==> config.mk <==
export PLATFORM = sky130hd
export DESIGN_NAME = nibble_serial_alu_ctrl
export DESIGN_NICKNAME = d
export VERILOG_FILES = /design/src/rtl/nibble_serial_alu_ctrl.sv
export SDC_FILE = /design/constraint.sdc
export NUM_CORES = 1
export LEC_CHECK = 0
export CAP_MARGIN = 5
export CORE_MARGIN = 3
export CORE_UTILIZATION = 53
export CTS_CLUSTER_DIAMETER = 200
export CTS_CLUSTER_SIZE = 40
export DETAILED_ROUTE_END_ITERATION = 7
export GPL_TIMING_DRIVEN = 0
export PLACE_DENSITY = 0.8
export REMOVE_ABC_BUFFERS = 1
export SLEW_MARGIN = 25
export SYNTH_ARGS = -nofsm -noshare
export SYNTH_HDL_FRONTEND = slang
export SYNTH_SLANG_ARGS = --single-unit
==> constraint.sdc <==
create_clock -name clk -period 3 [get_ports clk]
set_input_delay 0.3 -clock clk [delete_from_list [all_inputs] [get_ports clk]]
set_output_delay 0.3 -clock clk [all_outputs]
set_load 0.02 [all_outputs]
==> src/rtl/nibble_serial_alu_ctrl.sv <==
// WIDTH-bit add/subtract sequenced through one 4-bit add/sub unit, LS nibble first.
// Optional signed-overflow output `ovf` is enabled by defining ALU_CTRL_OVF_EN.

module nibble_addsub (
   input  logic [3:0] a,
   input  logic [3:0] b,
   input  logic       add_sub,
   input  logic       c_in,
   output logic [3:0] r,
   output logic       c_out
);
   logic [4:0] sum;

   // Bit 4 of the 5-bit difference is the borrow when subtracting.
   always_comb begin
      if (add_sub) sum = {1'b0, a} + {1'b0, b} + {4'b0000, c_in};
      else         sum = {1'b0, a} - {1'b0, b} - {4'b0000, c_in};
   end

   assign r     = sum[3:0];
   assign c_out = sum[4];
endmodule

module nibble_serial_alu_ctrl #(
   parameter int WIDTH = 16
) (
   input  logic             clk,
   input  logic             rst,
   input  logic             start,
   input  logic             add_sub,
   input  logic             cin,
   input  logic [WIDTH-1:0] a,
   input  logic [WIDTH-1:0] b,
   output logic             busy,
   output logic             done,
   output logic [WIDTH-1:0] result,
   output logic             cout,
   output logic             zero
`ifdef ALU_CTRL_OVF_EN
   ,
   output logic             ovf
`endif
);
   localparam int N  = WIDTH / 4;
   localparam int CW = (N > 1) ? $clog2(N) : 1;

   // Handshake: start is accepted only in IDLE or DONE; busy is high for
   // exactly N cycles, then done pulses for one cycle with result valid.
   typedef enum logic [1:0] {
      IDLE = 2'd0,
      RUN  = 2'd1,
      DONE = 2'd2
   } state_t;

   state_t           state, state_next;
   logic             accept, last;
   logic [CW-1:0]    cnt;
   logic             carry;
   logic             add_sub_q;
   logic [WIDTH-1:0] a_q, b_q, shadow;
   logic [3:0]       a_nib, b_nib, r_nib;
   logic             c_nib;

   assign accept = start && (state == IDLE || state == DONE);
   assign last   = (cnt == CW'(N - 1));

   always_ff @(posedge clk or posedge rst) begin
      if (rst) state <= IDLE;
      else     state <= state_next;
   end

   always_comb begin
      state_next = state;
      case (state)
         IDLE:    if (start) state_next = RUN;
         RUN:     if (last)  state_next = DONE;
         DONE:    state_next = start ? RUN : IDLE;
         default: state_next = IDLE;
      endcase
   end

   assign a_nib = 4'(a_q >> {cnt, 2'b00});
   assign b_nib = 4'(b_q >> {cnt, 2'b00});

   nibble_addsub u_nib (
      .a      (a_nib),
      .b      (b_nib),
      .add_sub(add_sub_q),
      .c_in   (carry),
      .r      (r_nib),
      .c_out  (c_nib)
   );

   always_ff @(posedge clk or posedge rst) begin
      if (rst) begin
         a_q       <= '0;
         b_q       <= '0;
         add_sub_q <= 1'b0;
         carry     <= 1'b0;
         cnt       <= '0;
         shadow    <= '0;
         result    <= '0;
         cout      <= 1'b0;
`ifdef ALU_CTRL_OVF_EN
         ovf       <= 1'b0;
`endif
      end else if (accept) begin
         a_q       <= a;
         b_q       <= b;
         add_sub_q <= add_sub;
         carry     <= cin;
         cnt       <= '0;
      end else if (state == RUN) begin
         for (int k = 0; k < N; k++)
            if (cnt == CW'(k)) shadow[k*4 +: 4] <= r_nib;
         carry <= c_nib;
         cnt   <= cnt + 1'b1;
         // Top nibble is still in flight on the final cycle, so splice it in.
         if (last) begin
            result <= {r_nib, shadow[WIDTH-5:0]};
            cout   <= c_nib;
`ifdef ALU_CTRL_OVF_EN
            if (add_sub_q)
               ovf <= (a_q[WIDTH-1] == b_q[WIDTH-1]) && (r_nib[3] != a_q[WIDTH-1]);
            else
               ovf <= (a_q[WIDTH-1] != b_q[WIDTH-1]) && (r_nib[3] != a_q[WIDTH-1]);
`endif
         end
      end
   end

   assign busy = (state == RUN);
   assign done = (state == DONE);
   assign zero = (result == '0);
endmodule
Word-level counts from Yosys, hierarchy flattened
Index checks and enable logic that the tools add are counted.
- flip-flop bits (word level): 67
- bits in latches: 0
- memory bits (writable): 0
- bits in read-only memories: 0
- input bits: 37
- output and inout port bits: 20
- word-level logic and storage cells: 46
- memories: 0
- $add $sub $neg: 5
- $mul: 0
- div/mod/pow operators: 0
- order comparisons: 0
- equality and inequality tests: 7
- shifts and indexed selects: 2
- muxes and demuxes: 9
- bitwise gates (word level): 1
- reduce and logical (&&, ||, !) cells: 11
- operators by type and width (kind ; number):
    right shift 16 x 4 -> 4 bit ; 2
    zero test 16 bit ; 1
    AND reduction 3 bit ; 4
    two-way mux 2 bit ; 4
    equality test 2 bit (second input constant) ; 3
    one-hot mux 2 bit (3 select lines) ; 1
    adder 4 x 4 -> 5 bit ; 1
    adder 5 x 1 -> 5 bit ; 1
    two-way mux 5 bit ; 1
    subtractor 4 x 4 -> 5 bit ; 1
    subtractor 5 x 1 -> 5 bit ; 1
    equality test 2 x 1 -> 1 bit (second input constant) ; 2
    zero test 2 bit ; 2
    two-way mux 1 bit ; 3
    adder 2 x 1 -> 2 bit (second input constant) ; 1
    != test 2 x 1 -> 1 bit (second input constant) ; 1
    != test 2 bit (second input constant) ; 1
    AND reduction 2 bit ; 1
    nonzero test 2 bit ; 1
    logical AND 1 bit ; 1
    logical OR 1 bit ; 1
    inverter 1 bit ; 1

Logic depth before layout (Yosys ltp)
Gate-level depths: netlist of the first run.
- word-level depth: 6
- depth in mapped cells: 10
- mapped depth without buffers: 9

Cells and area by module
From an unflattened synthesis of the first run, not the netlist that was laid out.
- cell total of the unflattened synthesis: 283
- area, all modules: 3205.6 µm²
- modules (own cells, without submodules) (module ; times used ; cells each ; area each (µm²) ; seq. area each (µm²)):
    nibble_serial_alu_ctrl ; 1 ; 244 ; 2856.5 ; 1676.6
    nibble_addsub ; 1 ; 39 ; 349.1 ; 0.0

Worst setup path before layout of the first run
Ideal clock, no wire load.
- kind: reg2reg
- from: register cnt[1]
- to: register cout
- setup time: 135 ps
- arrival time: 2551 ps
- required time: 2865 ps
- path slack: 314 ps
- cell stages (with the launch flop): 9
- path buffers: 1
- clock period less this slack: 2686 ps
- cells stage by stage: dfrtp_1 buf_6 mux4_1 fa_1 fa_1 a21boi_0 nor3_1 o31ai_1 o21ai_0
- cells in the longest elaborated chain, start to end: 4
- elaborated cells between the ends (all ways): 9
- those cells by class: add/sub: 4; eq/ne: 1; shift: 2; mux: 1; reduce/logical: 1
- ends and longest elaborated chain (what ; line ; text):
    start, declared ; 57 ; logic [CW-1:0] cnt;
    start signal, assigned ; 117 ; cnt <= cnt + 1'b1;
    right shift 16 x 4 -> 4 bit (on tied branches) ; 82, 83 ;
    subtractor 4 x 4 -> 5 bit or adder 4 x 4 -> 5 bit (tied branches) ; 17, 16 ;
    subtractor 5 x 1 -> 5 bit or adder 5 x 1 -> 5 bit (tied branches) ; 17, 16 ;
    two-way mux 5 bit ; 16 ; if (add_sub) sum = {1'b0, a} + {1'b0, b} + {4'b0000, c_in};
    end signal, assigned ; 121 ; cout <= c_nib;
    end, declared ; 37 ; output logic cout,
Several ways; a longest one is shown, not always the timed one.
A chain may end at the register's enable or synchronous reset.

Final worst setup path of the first run
- from: register cnt[0]
- to: register cout
Same word-level chain as after synthesis.

==> summary.md, run 1 <==
| Metric | Value |
|---|---|
| Outcome | `finished clean` |
| Layout cell share with drive strength beyond 1 | `24.15%` |
| HPWL after detailed placement | `4.434 mm` |
| Via count | `~2200` |
| # diodes | `0` |
| Commonest cells in the synthesized netlist | `dfrtp_1 (67), mux2_2 (45), nand2_1 (21), o21ai_0 (21), inv_1 (14)` |
| GRT Max-Usage Layer | `met2` |
| Final Hold Viols | `0` |
| Data required, critical path | `between 3 and 4 ns` |
| Area leader, netlist | `dfrtp_1` |
| Root Buffer | `clkbuf_8` |
| Comb pwr share | `a little under three fifths` |
| Synth top area cells | `dfrtp_1 (51%), mux2_2 (16%), mux4_1 (5.6%)` |
| WL/cell | `15.05 um` |
| Fillers | `between 400 and 500` |
| H-tree Lvls | `3` |
| Worst EP arrival | `3.00 ns` |
| Hold Buf Count CTS | `0` |
| Final WL | `5.945 mm` |
| Synthesized instance count | `255` |
| Nets@finish | `370` |
| First-pass GRT wire length | `10.22 mm` |
| Max cap viols | `0` |
| Pin count of the biggest net entering global routing | `41` |
| Detail Route Antenna Nets | `0` |
| Worst Reg2Reg Path Length in Cells | `10` |
| Period Utilization, post-route | `between 90 and 100%` |
| Pre-CTS setup slack | `-0.3079 ns` |
| Net switching power figure | `2.173 mW` |
| Die width | `roughly 84 um` |
| Top-count cell post-synth | `dfrtp_1` |
| Crit path kind | `flip-flop to flip-flop` |
| Hold Crit Class | `input port to async pin` |
| Grt total ovfl | `0` |
| Pleak | `around 1.8 nW` |
| Rows | `27` |
| PnR Total Power | `around 5.3 mW` |
| Worst skew pair latency | `approximately 0.33 ns` |
| Slew headroom | `around 33%` |
| Final Wtd Congestion | `about 0.76` |
| CP Max Fanout | `7` |
| Post-Syn Area | `roughly 3300 sq um` |
| Fmax | `approximately 0.35 GHz` |
| # setup viols final | `0` |
| Seq pwr share | `31.2%` |
| Yosys cell types | `37` |
| DR pass1 iterations | `5` |
| Sequential area share after synthesis | `between 50 and 60%` |
| Power Density | `about 1300 nW/um^2` |
| Fin crit period | `2.832 ns` |
| Pint | `about 3.2 mW` |
| Share of the synthesized area in the top cell type | `51.34%` |
| Clk slew on worst S/H paths | `0.07 ns` |
| Slowest Stage Delay on Critical Path | `roughly 0.62 ns` |
| Met2 usage | `between 30% and 40%` |
| Die area | `between 7000 and 8000 sq um` |
| Clock skew | `around 0.0042 ns` |
| Crit end category | `flip-flop` |
| Placed Area | `3910 sq um` |
| CTS tree | `yes` |
| Core area | `approximately 5700 sq um` |
| RSZ-0062 raised after global routing | `no` |
| GR Util met3 | `3.729%` |
| Setup TNS Final | `0 ns` |
| Final instance area | `just over 4000 sq um` |
| Vias/cell | `between 5 and 6` |
| Area grow syn2layout | `26.25%` |
| Slowest-stage cell, CP | `mux4_1` |
| Antenna violations before repair | `0` |
| Worst Setup Slack, final | `~0.17 ns` |
| Number of CTS-inserted buffers | `9` |
| Async S/R FF share, synth | `100.0%` |
| TritonCTS Sinks | `67` |
| Met1 usage | `22.64%` |
| GR Util All Layers | `a little under a fifth` |
| Clock Power Share | `between 10% and 20%` |
| Synthesis-stage register bit count | `67` |
| Clock Tree Buf Depth | `2` |
| Die Span Y | `between 80 and 90 um` |
| Slew @ Worst Pin | `roughly 1.0 ns` |
| Io pins | `57` |
| Worst path cell trace | `buf_4, mux4_1, inv_1, ha_1, inv_1, ha_1, a21boi_1, o21a_1, o31ai_2, o21ai_0` |
| VDD IR-drop max | `629.0 uV` |
| Initial DRC count | `97` |
| PortBufs | `56` |
| Post-route DRC | `0` |
| Syn. warnings | `0` |
| Mean Syn Cell Area | `12.81 sq um` |
| Number of global-route vias before repair | `~2200` |
| Post-synth EDFFs | `0` |
| Sw frac | `between 40% and 50%` |
| Max Slew Vio Count | `0` |
| Initial Utilization | `a little under three fifths` |
| Top FF cell, synth | `dfrtp_1` |
| Crit path launch type | `flip-flop` |
==> final cells by class <==
cell class	count	area [sq um]	share of cell area [%]
clock inverters	2	10.01	0.2428
multi-input cells	162	1485	36.02
well taps	72	90.09	2.185
clock buffers	14	162.7	3.945
inverters	16	62.56	1.517
flip-flops and latches	67	1682	40.79
repair buffers	62	630.6	15.30
==> metal layers <==
metal / routed length [um] / vias to the layer above
li1: - / 1033
met1: 2565 / 1071
met2: 3010 / 57
met3: 268 / 9
met4: 102 / 0
met5: 0 / -
==> stage by stage <==
| stage | util [%] | instances | hold WS [ns] |
|---|---|---|---|
| floorplan | - | 245 | 0.4168 |
| global placement | 67.21 | 373 | 0.4580 |
| detailed placement | 68.08 | 375 | 0.4662 |
| CTS | 71.35 | 392 | 0.2965 |
| global route | 71.79 | 395 | 0.3437 |
| finish | 71.79 | 395 | 0.2989 |
==> sequential cells by signal, indices dropped and copies added (netlist names) <==
signal,flops
a_q,16
add_sub_q,1
b_q,16
carry,1
cnt,2
cout,1
result,16
shadow,12
state,2
==> path summary, 6_finish.rpt <==
kind / from / endpoint / slack, ns
worst max-delay path: cnt[0]$_DFFE_PP0P_ / cout$_DFFE_PP0P_ / 0.17
worst min-delay path: rst / state[0]$_DFFE_PP0P_ / 0.30
worst max register to register: cnt[0]$_DFFE_PP0P_ / cout$_DFFE_PP0P_ / 0.17
worst min register to register: shadow[5]$_DFFE_PP0P_ / shadow[5]$_DFFE_PP0P_ / 0.47
max in group asynchronous: rst / add_sub_q$_DFFE_PP0P_ / 2.18
min in group clk: shadow[5]$_DFFE_PP0P_ / shadow[5]$_DFFE_PP0P_ / 0.47
==> worst max-delay path: cells and delay by family, from the launching register on <==
| kind | cells | cell delay (ns) |
|---|---|---|
| compound gates | 4 | 0.80 |
| fa+ha+maj | 2 | 0.47 |
| buf+inv | 3 | 0.31 |
| flops | 1 | 0.47 |
| mux | 1 | 0.62 |
==> power groups by stage <==
stage	clock (mW)	combinational, mW	sequential, mW
after floorplan	0	2.00	1.75
after global placement	0	2.81	1.70
after detailed placement	0	2.93	1.73
after CTS	0.669	3.00	1.69
after global routing	0.708	3.37	1.74
final	0.651	3.03	1.67
==> repair_timing <==
| item | CTS | global route |
|---|---|---|
| hold endpoints to repair | 0 | 0 |
| gates resized for setup | 3 | 2 |
| endpoints found under the setup margin | 6 | 2 |
| pin swaps | 0 | 0 |
| gates cloned | 0 | 0 |
| buffers inserted | 1 | 3 |
==> kinds of logic after synthesis <==
kind of cell,count (synthesis),synth area share [%]
xor gates and xnor gates,1,0.2682
DFF,67,51.34
and+or+nand+nor,55,8.583
AOI/OAI and AO/OA,33,6.437
adders and majority gates,15,6.667
muxes,58,23.14
buffers and inverters,26,3.563
==> cells in the final DEF, fill, tap and decap left out, types with 2 or more instances in the layout <==
master | Yosys | final
buf_12 | 0 | 2
clkbuf_8 | 0 | 11
nand2b_1 | 3 | 3
nand2_1 | 21 | 21
o21ai_0 | 21 | 21
fa_1 | 4 | 4
nand3b_2 | 3 | 3
buf_4 | 1 | 4
nor4_1 | 5 | 5
nand3_1 | 4 | 4
mux2_2 | 45 | 45
nor2b_1 | 3 | 2
nor3_1 | 5 | 5
clkbuf_1 | 2 | 3
clkdlybuf4s50_1 | 0 | 56
mux4_1 | 7 | 7
nor2_1 | 8 | 8
ha_1 | 11 | 11
mux2i_1 | 5 | 5
dfrtp_1 | 67 | 65
inv_2 | 2 | 2
clkinv_2 | 0 | 2
o21bai_1 | 2 | 2
inv_1 | 14 | 13
Power figures use the tool's default switching activity.
==> inputs of run 2 (changes only) <==
--- a/config.mk
+++ b/config.mk
@@ -11,6 +11,7 @@
 export CTS_CLUSTER_DIAMETER = 200
 export CTS_CLUSTER_SIZE = 40
 export DETAILED_ROUTE_END_ITERATION = 7
+export GPL_ROUTABILITY_DRIVEN = 1
 export GPL_TIMING_DRIVEN = 0
 export PLACE_DENSITY = 0.8
 export REMOVE_ABC_BUFFERS = 1
==> results of run 2 <==
Same layout as run 1: the final DEF is identical, and so are final timing and power.
